### config.mk
export PLATFORM = sky130hd
export DESIGN_NAME = forward_data_unit_flat
export DESIGN_NICKNAME = d
export VERILOG_FILES = /design/src/rtl/forward_data_unit_if.sv /design/src/rtl/forward_data_unit.sv /design/src/flat_wrapper.sv
export SDC_FILE = /design/constraint.sdc
export NUM_CORES = 1
export LEC_CHECK = 0
export CORE_MARGIN = 2
export CORE_UTILIZATION = 30
export CTS_CLUSTER_DIAMETER = 120
export DETAILED_ROUTE_END_ITERATION = 12
export HOLD_SLACK_MARGIN = 0.1
export SYNTH_ARGS = -nofsm -noshare
export SYNTH_HDL_FRONTEND = slang
export SYNTH_SLANG_ARGS = --single-unit
### constraint.sdc
create_clock -name CLK -period 3.7 [get_ports CLK]
set_input_delay 0.74 -clock CLK [delete_from_list [all_inputs] [get_ports CLK]]
set_output_delay 0.74 -clock CLK [all_outputs]
set_load 0.02 [all_outputs]
### src/rtl/forward_data_unit_if.sv
// Bundle between the pipeline and the forwarding data unit.
// The pipeline side drives the result history, operand and select signals; the unit drives the operands and status.
interface forward_data_unit_if #(
  parameter int unsigned CNT_W = 16
);
  logic             FREEZE;
  logic             In_Valid;
  logic [4:0]       In_Dest;
  logic [31:0]      In_Data;
  logic             In_Late;
  logic [31:0]      Late_Data;
  logic [31:0]      RF_A;
  logic [31:0]      RF_B;
  logic [1:0]       FwdA_ctl;
  logic [1:0]       FwdB_ctl;
  logic [31:0]      OpA;
  logic [31:0]      OpB;
  logic             Hazard_Stall;
  logic             Fwd_Err;
  logic [CNT_W-1:0] Fwd_Count;

  modport master (
    output FREEZE, In_Valid, In_Dest, In_Data, In_Late, Late_Data,
           RF_A, RF_B, FwdA_ctl, FwdB_ctl,
    input  OpA, OpB, Hazard_Stall, Fwd_Err, Fwd_Count
  );

  modport slave (
    input  FREEZE, In_Valid, In_Dest, In_Data, In_Late, Late_Data,
           RF_A, RF_B, FwdA_ctl, FwdB_ctl,
    output OpA, OpB, Hazard_Stall, Fwd_Err, Fwd_Count
  );
endinterface

### src/rtl/forward_data_unit.sv
// Resolves forward selects against a short result history into registered ALU operands.
// A selected load result that has not yet arrived stalls the unit for one cycle while Late_Data fills it.
module forward_data_unit #(
  parameter int unsigned DEPTH = 3,
  parameter int unsigned CNT_W = 16
) (
  input logic            CLK,
  input logic            RESET,
  forward_data_unit_if.slave bus
);

  typedef struct packed {
    logic        valid;
    logic [4:0]  dest;
    logic [31:0] data;
    logic        pend;
  } entry_t;

  typedef struct packed {
    logic        hit;
    logic        bad;
    logic [31:0] data;
  } res_t;

  entry_t           h_q [DEPTH];
  entry_t           h_d [DEPTH];
  entry_t           new_e;
  entry_t           h0_filled;
  logic             new_valid;
  logic             stall;
  res_t             res_a;
  res_t             res_b;
  logic [31:0]      opa_q;
  logic [31:0]      opb_q;
  logic             err_q;
  logic             err_d;
  logic [CNT_W-1:0] cnt_q;
  logic [CNT_W-1:0] cnt_d;
  logic [CNT_W:0]   cnt_sum;
  logic [1:0]       n_fwd;

  // Code 11 resolves to H[0]: bit0 has priority as the most recent result.
  function automatic res_t resolve(input logic [1:0] ctl, input logic [31:0] rf,
                                   input entry_t h0, input entry_t h1);
    res_t r;
    r = '{hit: 1'b0, bad: 1'b0, data: rf};
    if (ctl[0]) begin
      if (h0.valid) r = '{hit: 1'b1, bad: 1'b0, data: h0.data};
      else          r.bad = 1'b1;
    end else if (ctl[1]) begin
      if (h1.valid) r = '{hit: 1'b1, bad: 1'b0, data: h1.data};
      else          r.bad = 1'b1;
    end
    return r;
  endfunction

  always_comb begin
    new_valid = bus.In_Valid && (bus.In_Dest != '0);
    new_e     = '{valid: new_valid,
                  dest:  new_valid ? bus.In_Dest : 5'd0,
                  data:  bus.In_Data,
                  pend:  new_valid && bus.In_Late};

    h0_filled = h_q[0];
    if (h_q[0].pend) begin
      h0_filled.data = bus.Late_Data;
      h0_filled.pend = 1'b0;
    end

    stall = (bus.FwdA_ctl[0] | bus.FwdB_ctl[0]) && h_q[0].valid && h_q[0].pend;

    for (int unsigned i = 0; i < DEPTH; i++) h_d[i] = h_q[i];
    if (stall) begin
      h_d[0] = h0_filled;
    end else begin
      h_d[0] = new_e;
      h_d[1] = h0_filled;
      for (int unsigned i = 2; i < DEPTH; i++) h_d[i] = h_q[i-1];
    end

    res_a = resolve(bus.FwdA_ctl, bus.RF_A, h_q[0], h_q[1]);
    res_b = resolve(bus.FwdB_ctl, bus.RF_B, h_q[0], h_q[1]);
    err_d = err_q | res_a.bad | res_b.bad;

    n_fwd   = {1'b0, res_a.hit} + {1'b0, res_b.hit};
    cnt_sum = {1'b0, cnt_q} + (CNT_W+1)'(n_fwd);
    cnt_d   = cnt_sum[CNT_W] ? '1 : cnt_sum[CNT_W-1:0];
  end

  always_ff @(posedge CLK or negedge RESET) begin
    if (!RESET) begin
      for (int unsigned i = 0; i < DEPTH; i++) h_q[i] <= '0;
      opa_q <= '0;
      opb_q <= '0;
      err_q <= 1'b0;
      cnt_q <= '0;
    end else if (!bus.FREEZE) begin
      for (int unsigned i = 0; i < DEPTH; i++) h_q[i] <= h_d[i];
      err_q <= err_d;
      if (!stall) begin
        opa_q <= res_a.data;
        opb_q <= res_b.data;
        cnt_q <= cnt_d;
      end
    end
  end

  assign bus.OpA          = opa_q;
  assign bus.OpB          = opb_q;
  assign bus.Hazard_Stall = stall;
  assign bus.Fwd_Err      = err_q;
  assign bus.Fwd_Count    = cnt_q;

endmodule

### src/flat_wrapper.sv
// flat-port wrapper written by rule: the top's interface ports become plain ports
module forward_data_unit_flat 
#(
  parameter int unsigned DEPTH = 3,
  parameter int unsigned CNT_W = 16
)
  (CLK, RESET, bus_FREEZE, bus_In_Valid, bus_In_Dest, bus_In_Data, bus_In_Late, bus_Late_Data, bus_RF_A, bus_RF_B, bus_FwdA_ctl, bus_FwdB_ctl, bus_OpA, bus_OpB, bus_Hazard_Stall, bus_Fwd_Err, bus_Fwd_Count);
  forward_data_unit_if #(.CNT_W(CNT_W)) bus_i ();
  input logic CLK;
  input logic RESET;
  input wire logic [$bits(bus_i.FREEZE)-1:0] bus_FREEZE;
  input wire logic [$bits(bus_i.In_Valid)-1:0] bus_In_Valid;
  input wire logic [$bits(bus_i.In_Dest)-1:0] bus_In_Dest;
  input wire logic [$bits(bus_i.In_Data)-1:0] bus_In_Data;
  input wire logic [$bits(bus_i.In_Late)-1:0] bus_In_Late;
  input wire logic [$bits(bus_i.Late_Data)-1:0] bus_Late_Data;
  input wire logic [$bits(bus_i.RF_A)-1:0] bus_RF_A;
  input wire logic [$bits(bus_i.RF_B)-1:0] bus_RF_B;
  input wire logic [$bits(bus_i.FwdA_ctl)-1:0] bus_FwdA_ctl;
  input wire logic [$bits(bus_i.FwdB_ctl)-1:0] bus_FwdB_ctl;
  output wire logic [$bits(bus_i.OpA)-1:0] bus_OpA;
  output wire logic [$bits(bus_i.OpB)-1:0] bus_OpB;
  output wire logic [$bits(bus_i.Hazard_Stall)-1:0] bus_Hazard_Stall;
  output wire logic [$bits(bus_i.Fwd_Err)-1:0] bus_Fwd_Err;
  output wire logic [$bits(bus_i.Fwd_Count)-1:0] bus_Fwd_Count;
  assign bus_i.FREEZE = bus_FREEZE;
  assign bus_i.In_Valid = bus_In_Valid;
  assign bus_i.In_Dest = bus_In_Dest;
  assign bus_i.In_Data = bus_In_Data;
  assign bus_i.In_Late = bus_In_Late;
  assign bus_i.Late_Data = bus_Late_Data;
  assign bus_i.RF_A = bus_RF_A;
  assign bus_i.RF_B = bus_RF_B;
  assign bus_i.FwdA_ctl = bus_FwdA_ctl;
  assign bus_i.FwdB_ctl = bus_FwdB_ctl;
  assign bus_OpA = bus_i.OpA;
  assign bus_OpB = bus_i.OpB;
  assign bus_Hazard_Stall = bus_i.Hazard_Stall;
  assign bus_Fwd_Err = bus_i.Fwd_Err;
  assign bus_Fwd_Count = bus_i.Fwd_Count;
  forward_data_unit #(.DEPTH(DEPTH), .CNT_W(CNT_W)) u_core (.CLK(CLK), .RESET(RESET), .bus(bus_i));
endmodule
### After elaboration in Yosys (flattened, before gate mapping)

Cells that the tools add are included.

* bits in registers: 148
* output and inout port bits: 82
* logic and storage cells: 37

* bitwise logic cells: 5
* add/subtract/negate cells: 2
* reductions and logical operators: 6
* mux-type cells: 15

Operators with widths (number)
* $mux 34: 4
* $mux 32: 4
* $mux 33: 2
* $add 16x2->17: 1
* $mux 16: 1
* $reduce_bool 5->1: 1
* $logic_and 1x1->1: 4
* $mux 1: 4
* $or 1x1->1: 3
* $add 1x1->2: 1
* $not 1->1: 2
* $reduce_and 2->1: 1

### Longest topological paths before layout

* depth after elaboration: 6
* depth in mapped cells: 13
* mapped depth without buffers: 10

### Worst setup path after synthesis

OpenSTA, ideal clock, no wires.

* path kind: input port to flip-flop
* start point: in bus_FwdB_ctl[0]
* end point: reg u_core.cnt_q[11] (netlist: u_core.bus.Fwd_Count[11])
* cell stages on the path: 9
* slack: 0.206 ns
* buffers on the path: 3
* library setup time: 0.069 ns
* data required time: 3.631 ns
* arrival: 3.425 ns
* path through: clkbuf_1 > clkbuf_1 > clkbuf_1 > a21oi_1 > fa_1 > or3b_1 > or4b_4 > or4_1 > nand3_1

* word-level cells in the longest chain between the ends: 5
* elaborated cells between the ends (all ways): 9
* those cells by class: add/sub: 2; mux: 2; bitwise: 2; reduce/logical: 3

RTL lines
* start: declaration: RTL line flat_wrapper.sv:20 `input wire logic [$bits(bus_i.FwdB_ctl)-1:0] bus_FwdB_ctl;`
* branches (longest 5 deep; another with $add 16x2->17)
* end signal: assignment: RTL line forward_data_unit.sv:103 `cnt_q <= cnt_d;`
* end: declaration: RTL line forward_data_unit.sv:37 `logic [CNT_W-1:0] cnt_q;`

Parallel ways; which one is timed is not known.
A chain may end at the register's enable or synchronous reset.

### Worst setup path after layout

* start point: reg u_core.h0_filled[38] (netlist name)
* end point: out bus_Hazard_Stall

* word-level cells in the longest chain between the ends: 2

RTL lines
* $logic_and 1x1->1 (2 in a row): RTL line forward_data_unit.sv:70 `stall = (bus.FwdA_ctl[0] | bus.FwdB_ctl[0]) && h_q[0].valid && h_q[0].pend;`
* end: declaration: RTL line flat_wrapper.sv:23 `output wire logic [$bits(bus_i.Hazard_Stall)-1:0] bus_Hazard_Stall;`

No other way between the ends.

==> run_results.csv <==
group,metric,value,unit
place,hpwl,18.0,mm
clock_network,tritoncts_buffers,17,
setup_path,worst-path-max-fanout,53,
clock_network,post-cts-setup-buffer-count,0,
power_and_ir_drop,max_rail_drop_vdd,257,uV
logic_synthesis,synth_flop_cell,"sky130_fd_sc_hd__dfrtp_1",
place,placedCellCount,1401,
timing,rsz0062_at_grt,"false",
clock_network,cts-root-buf,"sky130_fd_sc_hd__clkbuf_16",
cells_and_area,layout.cells.non_filler,1434,
routing,post_drt_via_cell_ratio,5.22,
clock_network,clk_transition_reported_paths,0.06,ns
place,gpl.final_weighted_congestion,0.809,
setup_path,worstSetupPathType,"register to output port",
logic_synthesis,ys_types,44,
place,post-place-ws,0.579,ns
logic_synthesis,ys_seq_elements,148,
routing,drt-initial-drc-count,501,
clock_network,total_clock_sinks,148,
setup_path,crit-reg2reg-launch,"u_core.h_q[77]$_DFFE_PN0P_",
routing,detail_route.drc_violations,0,
floorplanning,initial_util,30.6,%
global_route,first_global_vias,7224,
global_route,grt_start_max_net_pins,112,
logic_synthesis,synth_seq_area_share,44.9,%
floorplanning,fp-row-count,60,
logic_synthesis,post_synth_inst_count,909,
global_route,groute.usage.overall,19.0,%
timing,setup_violations,0,
cells_and_area,design.final.nets,1223,
timing,min_period_over_period,85.8,%
setup_path,endpoint_kind,"output port",
status,status,"finished, final reports clean",
global_route,wire_length_of_the_first_global_routing_pass,42.3,mm
clock_network,tritoncts,"done",
global_route,antenna_violations_before_repair,1,
setup_path,timing.critical_path.required,2.96,ns
timing,max_clock_freq,315,MHz
setup_path,startpoint_type,"register",
cells_and_area,filler_cell_count,2702,
timing,slew_headroom,40.1,%
timing,setup_ws,0.526,ns
logic_synthesis,number_of_flops_mapped_to_enable_cells_by_yosys,0,
routing,drt-wirelength-per-cell,18.9,microns
floorplanning,die_width,170,microns
timing,final.setup.tns,0,ns
routing,num_vias,7482,
job,max-cap-violations,0,
floorplanning,num_io_pins,224,
hold_path,hold_path_class,"input port to asynchronous set/reset pin",
power_and_ir_drop,static_leak,5.05,nW
cells_and_area,syn_to_final_growth,37.1,%
timing,final_hold_slack,0.384,ns
clock_network,htreeDepth,4,
setup_path,crit_path_start,"u_core.h0_filled[38]$_DFFE_PN0P_",
place,port-buffer-count,223,
floorplanning,die_h,170,microns
global_route,global_route.overflow_total,0,
logic_synthesis,yosysWarnings,0,
logic_synthesis,syn_avg_cell_area,9.08,sq um
timing,drv_slew,0,
timing,tightestPinTransition,0.898,ns
timing,clock_skew,0.00671,ns
routing,totalWireLength,27.1,mm
routing,first_pass_iters,5,
routing,count_of_nets_left_with_antenna_violations_after_detail_routing,0,
logic_synthesis,mappedNetlistArea,0.00825,sq mm
setup_path,timing.critical_path.arrival,2.43,ns
power_and_ir_drop,power-per-cell-area,459,mW/mm^2
logic_synthesis,synth_fp_nets,1053,
floorplanning,dieArea,0.0288,sq mm
clock_network,clk_latency,0.42,ns
clock_network,cts_repair_resize_count,0,
cells_and_area,post_route_cells_drive_above_1_share,6.32,%
clock_network,holdBufCountCts,0,
floorplanning,core_area,0.0270,sq mm
logic_synthesis,async_reset_ff_share,100,%
timing,report.final.hold_viol_count,0,
cells_and_area,postLayoutCoreUtil,42.0,%
clock_network,max_buffers_root_to_sink,2,
timing,finalWorstPathRequiredPeriod,3.17,ns
-- flip-flops by register name, summed over array words and instances (netlist names) --
signal,flops
u_core.bus.OpB,32
u_core.h0_filled,1
u_core.bus.Fwd_Count,16
u_core.bus.Fwd_Err,1
u_core.h_q,66
u_core.bus.OpA,32
-- layout by cell type, fill, tap and decap left out, types with 4 or more instances in the layout --
master,count
sky130_fd_sc_hd__o21ai_0,132
sky130_fd_sc_hd__dfrtp_1,145
sky130_fd_sc_hd__clkinvlp_4,4
sky130_fd_sc_hd__clkbuf_16,17
sky130_fd_sc_hd__xnor2_1,6
sky130_fd_sc_hd__nand2b_1,34
sky130_fd_sc_hd__mux2i_1,32
sky130_fd_sc_hd__clkdlybuf4s50_1,217
sky130_fd_sc_hd__nor2_1,6
sky130_fd_sc_hd__a21o_1,64
sky130_fd_sc_hd__and3_1,98
sky130_fd_sc_hd__a21oi_1,36
sky130_fd_sc_hd__nand2_1,82
sky130_fd_sc_hd__inv_1,6
sky130_fd_sc_hd__buf_4,17
sky130_fd_sc_hd__nand3_1,8
sky130_fd_sc_hd__a211oi_1,128
-- path summary, 6_finish.rpt --
kind / endpoint / slack, ns / depth (start not counted)
max reg2reg: u_core.bus.Fwd_Count[11]$_DFFE_PN0P_ / 1.03 / 8
min in group CLK: u_core.bus.OpA[25]$_DFFE_PN0P_ / 0.47 / 1
min: u_core.bus.Fwd_Count[8]$_DFFE_PN0P_ / 0.38 / 1
min reg2reg: u_core.bus.OpA[25]$_DFFE_PN0P_ / 0.47 / 1
max: bus_Hazard_Stall / 0.53 / 4
max in group asynchronous: u_core.h_q[95]$_DFFE_PN0N_ / 2.46 / 2
-- power breakdown --
part	total, mW	internal (mW)	switching, mW
logic	1.46	0.688	0.769
clock network	1.71	0.982	0.732
registers	2.03	1.86	0.166
total	5.20	3.53	1.67
-- per-layer routing --
layer  vias up  share of wire (%)  track usage [%]
met1      3581                 48             26.9
met2       196                 47             30.4
li1       3684                  -                -
met5         -                  0                0
met3        21                4.6             2.98
met4         0                1.1             4.94
-- area by class of cell --
| cell class | count | area (sq um) | share of cell area (%) |
|---|---|---|---|
| antenna | 1 | 2.50 | 0.0221 |
| tap | 341 | 427 | 3.77 |
| timing repair buffer | 243 | 2400 | 21.2 |
| clock buffer | 21 | 470 | 4.16 |
| clock inverter | 11 | 101 | 0.896 |
| sequential | 148 | 3710 | 32.8 |
| inverter | 7 | 28.8 | 0.254 |
| multi-input combinational | 662 | 4180 | 36.9 |
-- critical path, cell delays in order, from the launching register on --
cell and delay, ns:
sky130_fd_sc_hd__dfrtp_4 0.43, sky130_fd_sc_hd__buf_4 0.46, sky130_fd_sc_hd__o211ai_4 0.15, sky130_fd_sc_hd__inv_4 0.29
sky130_fd_sc_hd__clkdlybuf4s50_1 0.67
-- cells in the mapped netlist (2+ instances only) --
library cell,instances,area (sq um)
sky130_fd_sc_hd__a211oi_1,128,961
sky130_fd_sc_hd__a21o_1,64,480
sky130_fd_sc_hd__a21oi_1,36,180
sky130_fd_sc_hd__a31oi_1,2,12.5
sky130_fd_sc_hd__and3_1,98,613
sky130_fd_sc_hd__buf_1,4,15.0
sky130_fd_sc_hd__buf_2,2,10.0
sky130_fd_sc_hd__buf_6,2,22.5
sky130_fd_sc_hd__clkbuf_1,84,315
sky130_fd_sc_hd__dfrtp_1,148,3700
sky130_fd_sc_hd__inv_1,6,22.5
sky130_fd_sc_hd__mux2i_1,32,320
sky130_fd_sc_hd__nand2_1,84,315
sky130_fd_sc_hd__nand2b_1,35,219
sky130_fd_sc_hd__nand3_1,8,40.0
sky130_fd_sc_hd__nand4_1,2,12.5
sky130_fd_sc_hd__nor2_1,6,22.5
sky130_fd_sc_hd__nor3_1,3,15.0
sky130_fd_sc_hd__o21ai_0,132,661
sky130_fd_sc_hd__o22a_1,2,17.5
sky130_fd_sc_hd__o31ai_1,2,15.0
sky130_fd_sc_hd__or4_1,2,15.0
sky130_fd_sc_hd__xnor2_1,6,52.6
-- cells by family (layout without fill, tap and decap cells) --
kind of cell,Yosys count,in the layout,share of synthesized area (%)
muxes,33,33,4.02
xor gates and xnor gates,7,7,0.743
adders and majority gates,2,2,0.394
DFF,148,148,44.9
other,0,1,0
buffers and inverters,99,282,4.75
AOI/OAI and AO/OA,371,371,28.7
and+or+nand+nor,249,249,16.5
-- through the flow --
step | total power [mW] | instance area [sq um]
2_1_floorplan | 2.80 | 8250
3_3_place_gp | 3.51 | 10700
3_5_place_dp | 3.53 | 10700
4_1_cts | 5.27 | 11300
5_1_grt | 5.49 | 11300
6_report | 5.20 | 11300
(Power assumes the default switching activity.)
